[config.mk]
export PLATFORM = sky130hd
export DESIGN_NAME = or1200_checker_ctrl
export DESIGN_NICKNAME = d
export VERILOG_FILES = /design/src/rtl/or1200_checker_ctrl.sv
export SDC_FILE = /design/constraint.sdc
export NUM_CORES = 1
export LEC_CHECK = 0
export BUFFER_PORTS_ARGS = -buffer_cell sky130_fd_sc_hd__buf_2
export CAP_MARGIN = 40
export CORE_MARGIN = 3
export CORE_UTILIZATION = 50
export CTS_CLUSTER_DIAMETER = 200
export DETAILED_ROUTE_END_ITERATION = 10
export PLACE_DENSITY = 0.72
export REMOVE_ABC_BUFFERS = 1
export SLEW_MARGIN = 15
export SYNTH_ARGS = -nofsm -noshare
export SYNTH_HDL_FRONTEND = slang
export SYNTH_SLANG_ARGS = --single-unit
[constraint.sdc]
create_clock -name clk -period 2.7 [get_ports clk]
set_input_delay 0.54 -clock clk [delete_from_list [all_inputs] [get_ports clk]]
set_output_delay 0.54 -clock clk [all_outputs]
set_load 0.01 [all_outputs]
[src/rtl/or1200_checker_ctrl.sv]
// Checker-health supervisor: counts consecutive failing samples, raises a
// halting alarm, and locks the CPU out after too many acknowledged alarms.
module or1200_checker_ctrl #(
    parameter logic [3:0] STRIKE_MAX = 4'd2,
    parameter logic [3:0] LOCK_MAX   = 4'd4
) (
    input  logic       clk,
    input  logic       rst,
    input  logic       enable,
    input  logic       sample_hold,
    input  logic       sr_ok,
    input  logic       pipeline_ok,
    input  logic       mmus_ok,
    input  logic [2:0] secure_supv,
    input  logic       alarm_ack,
    input  logic       clear_req,
    output logic       halt_req,
    output logic       alarm_irq,
    output logic [2:0] fault_code,
    output logic [3:0] alarm_count,
    output logic [2:0] state
);

    typedef enum logic [2:0] {
        IDLE    = 3'd0,
        MONITOR = 3'd1,
        SUSPECT = 3'd2,
        ALARM   = 3'd3,
        LOCKOUT = 3'd4
    } state_t;

    state_t     state_q, state_d;
    logic [3:0] strike_q, strike_d;
    logic [2:0] fault_q, fault_d;
    logic [3:0] count_q, count_d;

    logic       fail;
    logic [2:0] fvec;
    logic       sample;
    logic       supv_ok;
    logic [3:0] strike_inc;
    logic [3:0] count_inc;

    assign fail       = ~(sr_ok & pipeline_ok & mmus_ok);
    assign fvec       = {~sr_ok, ~pipeline_ok, ~mmus_ok};
    assign sample     = enable & ~sample_hold;
    assign supv_ok    = ~^secure_supv;
    assign strike_inc = strike_q + 4'd1;
    assign count_inc  = (count_q == 4'd15) ? 4'd15 : count_q + 4'd1;

    // NOTE: every always_comb output gets a default first so no path infers a latch.
    always_comb begin
        state_d  = state_q;
        strike_d = strike_q;
        fault_d  = fault_q;
        count_d  = count_q;
        case (state_q)
            IDLE: begin
                strike_d = 4'd0;
                fault_d  = 3'd0;
                if (enable) state_d = MONITOR;
            end
            MONITOR: begin
                if (!enable) begin
                    state_d = IDLE;
                end else if (sample && fail) begin
                    fault_d  = fault_q | fvec;
                    strike_d = 4'd1;
                    state_d  = (STRIKE_MAX == 4'd1) ? ALARM : SUSPECT;
                end
            end
            SUSPECT: begin
                if (!enable) begin
                    state_d = IDLE;
                end else if (sample && fail) begin
                    strike_d = strike_inc;
                    fault_d  = fault_q | fvec;
                    if (strike_inc == STRIKE_MAX) state_d = ALARM;
                end else if (sample) begin
                    state_d  = MONITOR;
                    strike_d = 4'd0;
                    fault_d  = 3'd0;
                end
            end
            ALARM: begin
                if (alarm_ack) begin
                    count_d = count_inc;
                    if (count_inc >= LOCK_MAX) begin
                        state_d = LOCKOUT;
                    end else begin
                        state_d  = MONITOR;
                        strike_d = 4'd0;
                        fault_d  = 3'd0;
                    end
                end
            end
            LOCKOUT: begin
                if (clear_req && supv_ok) begin
                    state_d  = MONITOR;
                    count_d  = 4'd0;
                    strike_d = 4'd0;
                    fault_d  = 3'd0;
                end
            end
            default: state_d = IDLE;
        endcase
    end

    // NOTE: sequential state uses non-blocking assignments so all registers update together.
    always_ff @(posedge clk or negedge rst) begin
        if (!rst) begin
            state_q   <= IDLE;
            strike_q  <= 4'd0;
            fault_q   <= 3'd0;
            count_q   <= 4'd0;
            halt_req  <= 1'b0;
            alarm_irq <= 1'b0;
        end else begin
            state_q   <= state_d;
            strike_q  <= strike_d;
            fault_q   <= fault_d;
            count_q   <= count_d;
            // Decoded from the next state so the flags line up with state.
            halt_req  <= (state_d == ALARM) || (state_d == LOCKOUT);
            alarm_irq <= (state_d == ALARM);
        end
    end

    assign state       = state_q;
    assign fault_code  = fault_q;
    assign alarm_count = count_q;

endmodule

# [Word-level counts from Yosys, hierarchy flattened]
# Cells that the tools add are included.
[op_classes] n_addsub=2 magnitude_cmp=1 n_eq_ne=15 n_mux=32 n_bitwise=9 n_reduce_logical=9
[ops] operator="3-bit 2-to-1 mux" n=18
[ops] operator="4-bit 2-to-1 mux" n=10
[ops] operator="3-bit one-hot mux with 5 select lines" n=2
[ops] operator="4-bit one-hot mux with 5 select lines" n=1
[ops] operator="2-bit inequality test (second input constant)" n=6
[ops] operator="3-bit by 2-bit equality test with 1-bit output (second input constant)" n=3
[ops] operator="4-bit by 1-bit adder with 4-bit output (second input constant)" n=2
[ops] operator="4-bit one-hot mux with 2 select lines" n=1
[ops] operator="8-bit AND reduction" n=1
[ops] operator="3-bit equality test (second input constant)" n=2
[ops] operator="1-bit NOT" n=5
[ops] operator="5-bit nonzero test" n=1
[ops] operator="4-bit by 2-bit equality test with 1-bit output (second input constant)" n=1
[ops] operator="4-bit equality test (second input constant)" n=1
[ops] operator="4-bit by 3-bit greater-or-equal comparator with 1-bit output (second input constant)" n=1
[ops] operator="1-bit AND" n=3
[ops] operator="3-bit by 1-bit equality test with 1-bit output (second input constant)" n=1
[ops] operator="3-bit logical NOT" n=1
[ops] operator="3-bit inequality test (second input constant)" n=1
[ops] operator="3-bit OR" n=1
[ops] operator="3-bit AND reduction" n=1
[ops] operator="3-bit XNOR reduction" n=1
[ops] operator="1-bit logical AND" n=2
[ops] operator="2-bit nonzero test" n=1
[ops] operator="1-bit logical OR" n=1
[totals] ff_bits=16 in_bits=12 out_inout_bits=12

# [Logic depth before layout (Yosys ltp)]
[logic_depth] depth_word=9 ltp_mapped=7

# [Least setup slack after synthesis]
# Ideal clock, no wire load.
[synth_timing] path_kind="register to register" start="register count_q[0] (netlist: alarm_count[0])" end="register fault_q[0] (netlist: fault_code[0])" setup_time_ns=0.126 arrival_time_ns=1.967 required_time_ns=2.574 slack_ns=0.607 stages_incl_launch_ff=8 path_buffers=1 path_cell_list="dfrtp_1 -> ha_1 -> or2_1 -> o21a_1 -> o31a_1 -> or2_1 -> buf_6 -> o32a_1"
[synth_between] elab_chain_cells=5 elab_cells_between_ends=6
[synth_lines] element="from (decl)" line_no="35" rtl="logic [3:0] count_q, count_d;"
[synth_lines] element="from (signal assigned)" line_no="122" rtl="count_q <= count_d;"
[synth_lines] element="4-bit by 1-bit adder with 4-bit output or 4-bit equality test (tied branches)" line_no="49" rtl="assign count_inc = (count_q == 4'd15) ? 4'd15 : count_q + 4'd1;"
[synth_lines] element="4-bit 2-to-1 mux (*)" line_no="49"
[synth_lines] element="4-bit by 3-bit greater-or-equal comparator with 1-bit output (*)" line_no="88" rtl="if (count_inc >= LOCK_MAX) begin"
[synth_lines] element="2-bit inequality test (no line) (*)"
[synth_lines] element="8-bit AND reduction (no line) (*)"
[synth_lines] element="to (signal assigned)" line_no="121" rtl="fault_q <= fault_d;"
[synth_lines] element="to (decl)" line_no="34" rtl="logic [2:0] fault_q, fault_d;"
# Every way passes the cells marked *; elsewhere a longest branch is shown, timed or not.
# A chain may end at the register's enable or synchronous reset.

# [Final worst setup path]
[layout_timing] start="register count_q[0] (netlist: alarm_count[0])" end="register fault_q[2] (netlist: fault_code[2])"
# Same word-level chain as after synthesis.

==> results.txt <==
Pwr dens = 750.3 nW/um^2
Worst path top cell family by delay = compound AO/OA/AOI/OAI gates
Setup repair bufs after CTS = 0
Worst-Skew Late Latency = 0.28 ns
Die width = 50.55 um
Initial Util = 0.5507
Post-route ant nets = 0
Post-DP HPWL = 1610 um
Max Clock Freq = 0.4615 GHz
Clock skew = 0.004070 ns
Post-synthesis sequential area ratio = 0.4035
Pre-antenna DRT Iters = 4
Die height = 50.55 um
Rel. slew slack = 0.4576
PortBufs = 23
GRT busiest layer = met2
Number of global-route vias before repair = 857
Ys async rst share = 1.000
Core Region = 1802 sq um
Maximum vdd drop = 0.0005045 V
Synth cell types = 42
Setup CP Type = reg -> reg
Area growth, synth to finish = 15.76%
Post-layout min period = 2.167 ns
Worst min-delay path category = in -> async
Avg Vias per Cell = 5.954
Overall routing resource usage = 0.1899
Final hold vios = 0
Mean post-synth cell area = 9.450 sq um
WHS = 0.1461 ns
Crit path to = fault_code[2]
Worst slew pin tran = 0.8062 ns
TritonCTS clock tree = built
Final setup violation count = 0
Hold-fix buffers, CTS = 0
Grt met3 use = 0.02967
PostCTS Resize Cnt = 0
H-tree depth = 1
N_diodes = 0
Worst path bufs/invs = 0
CTS sink cnt = 16
Final instance area = 1149 sq um
I/O Pins = 24
Max Cap Viol = 0
Die ar. = 2555 sq um
Yosys reg bits = 16
Initial antenna violation count = 0
Source of the critical timing path = alarm_count[0]
Layout cells sized above 1 = 0.2441
Worst r2r src = alarm_count[0]
Maximum fanout along the worst path = 7
Synth warnings = 0
Post-synth EDFFs = 0
CP cell instances = ha_1 > or2_1 > o21a_1 > o31a_1 > or2_1 > o32a_1
# fillers = 158
Final setup TNS = 0 ns
Outcome = finished, final reports clean
Global route overflow = 0
Top FF cell, synth = dfrtp_1
Synth Instances = 105
Wirelength, routed = 2147 um
Post-route clock period utilization = 0.8026
Critical Path RT = 2.88 ns
Initial DRC count = 17
RePlAce Congestion = 0.8291
Row count = 15
Routed len/inst = 14.13 um
Utilization after layout = 0.6375
CP Capture Type = register
Critical path startpoint category = register
Flop-to-flop setup slack = 0.53 ns
Cts bufs inserted = 3
Most used cell, CP = or2_1
R2R depth = 6
Syn Std Cell Area = 992.2 sq um
Clk root buf = clkbuf_4
R2r endpoint = fault_code[2]
Worst-path clk slew = 0.10 ns
Clock buffer depth = 2
Slowest-stage cell, CP = dfrtp_1
GR met1 Demand/Resource = 0.2614
RSZ-0062 raised after global routing = false
Slowest cell delay on critical path = 0.43 ns
Fin. max-slew vios = 0
Crit path depth = 6
Layout Nets = 143
Remaining DRCs = 0
Largest net degree at the start of global routing = 17
Routed vias = 905
M2 GR Usage = 0.3152
Critical Path AT = 2.34 ns
Global-route wire length before repair = 3767 um
Pleak = 0.5532 nW
Total power = 0.0008618 W
Area after DPL = 1112 sq um
-- cell type report --
type | instances | area (sq um) | area share
Sequential cell | 16 | 400.4 | 0.3486
Tap cell | 25 | 31.28 | 0.02723
Timing Repair Buffer | 23 | 115.1 | 0.1002
Inverter | 3 | 11.26 | 0.009804
Clock buffer | 4 | 36.28 | 0.03159
Multi-Input combinational cell | 81 | 554.3 | 0.4826
-- report_power, final --
| part | internal (W) | leakage (nW) | switching (W) |
|---|---|---|---|
| registers | 0.000299 | 0.212 | 0.0000758 |
| logic | 0.000157 | 0.320 | 0.000170 |
| clock network | 0.0000820 | 0.0210 | 0.0000781 |
| total | 0.000538 | 0.553 | 0.000324 |
-- worst min path at each step --
stage / start / to / depth (start not counted)
2_1_floorplan: rst / alarm_count[0] / 0
3_3_place_gp: rst / alarm_count[1] / 1
3_5_place_dp: rst / alarm_count[1] / 1
4_1_cts: rst / alarm_count[1] / 1
5_1_grt: rst / alarm_count[1] / 1
6_report: rst / alarm_count[0] / 1
-- cells by family (layout without fill, tap and decap cells) --
| logic type | Yosys count | after routing | synth area share |
|---|---|---|---|
| flip-flops | 16 | 16 | 0.4035 |
| buffers and inverters | 8 | 30 | 0.03782 |
| multiplexers | 3 | 3 | 0.03279 |
| XOR/XNOR | 2 | 2 | 0.03153 |
| AND/OR/NAND/NOR | 40 | 40 | 0.2144 |
| adder cells (fa/ha/maj) | 3 | 3 | 0.03784 |
| AO/OA/AOI/OAI | 33 | 33 | 0.2421 |
-- synthesized netlist by cell type, types with 2 or more instances --
cell type,count,share of area
a21o_1,2,0.015
a21oi_1,5,0.025
a31oi_1,5,0.032
and2_1,2,0.013
clkbuf_1,4,0.015
dfrtp_1,16,0.40
ha_1,3,0.038
inv_1,3,0.011
mux2_2,2,0.023
nand2_1,7,0.026
nand2b_1,4,0.025
nand3_1,9,0.045
nor2_1,4,0.015
nor3_1,4,0.020
o211ai_1,2,0.015
o21ai_0,3,0.015
o31ai_1,2,0.015
o32a_1,3,0.030
or2_1,2,0.013
-- routing by layer --
layer	vias to the layer above	part of all wire
met1	421	0.49
li1	448	-
met5	-	0
met4	0	0.0056
met2	34	0.45
met3	2	0.057
-- stage by stage --
stage,setup WS [ns],instances
2_1_floorplan,0.6463,100
3_3_place_gp,0.5605,148
3_5_place_dp,0.5055,148
4_1_cts,0.5514,152
5_1_grt,0.4505,152
6_report,0.5329,152
-- placed cells by master, fill, tap and decap left out, types with 2 or more instances in the layout --
cell,count
buf_2,23
dfrtp_1,16
nand3_1,9
nand2_1,7
a31oi_1,5
a21oi_1,5
nor2_1,4
nand2b_1,4
nor3_1,4
inv_1,3
o21ai_0,3
o32a_1,3
ha_1,3
clkbuf_4,3
and2_1,2
or2_1,2
a21o_1,2
o211ai_1,2
o31ai_1,2
mux2_2,2
-- state kept, by name, indices dropped and copies added (netlist names) --
register and cells:
alarm_count 4, strike_q 4, alarm_irq 1, fault_code 3, state 3, halt_req 1
No activity file was read; power rests on OpenSTA's default activity.
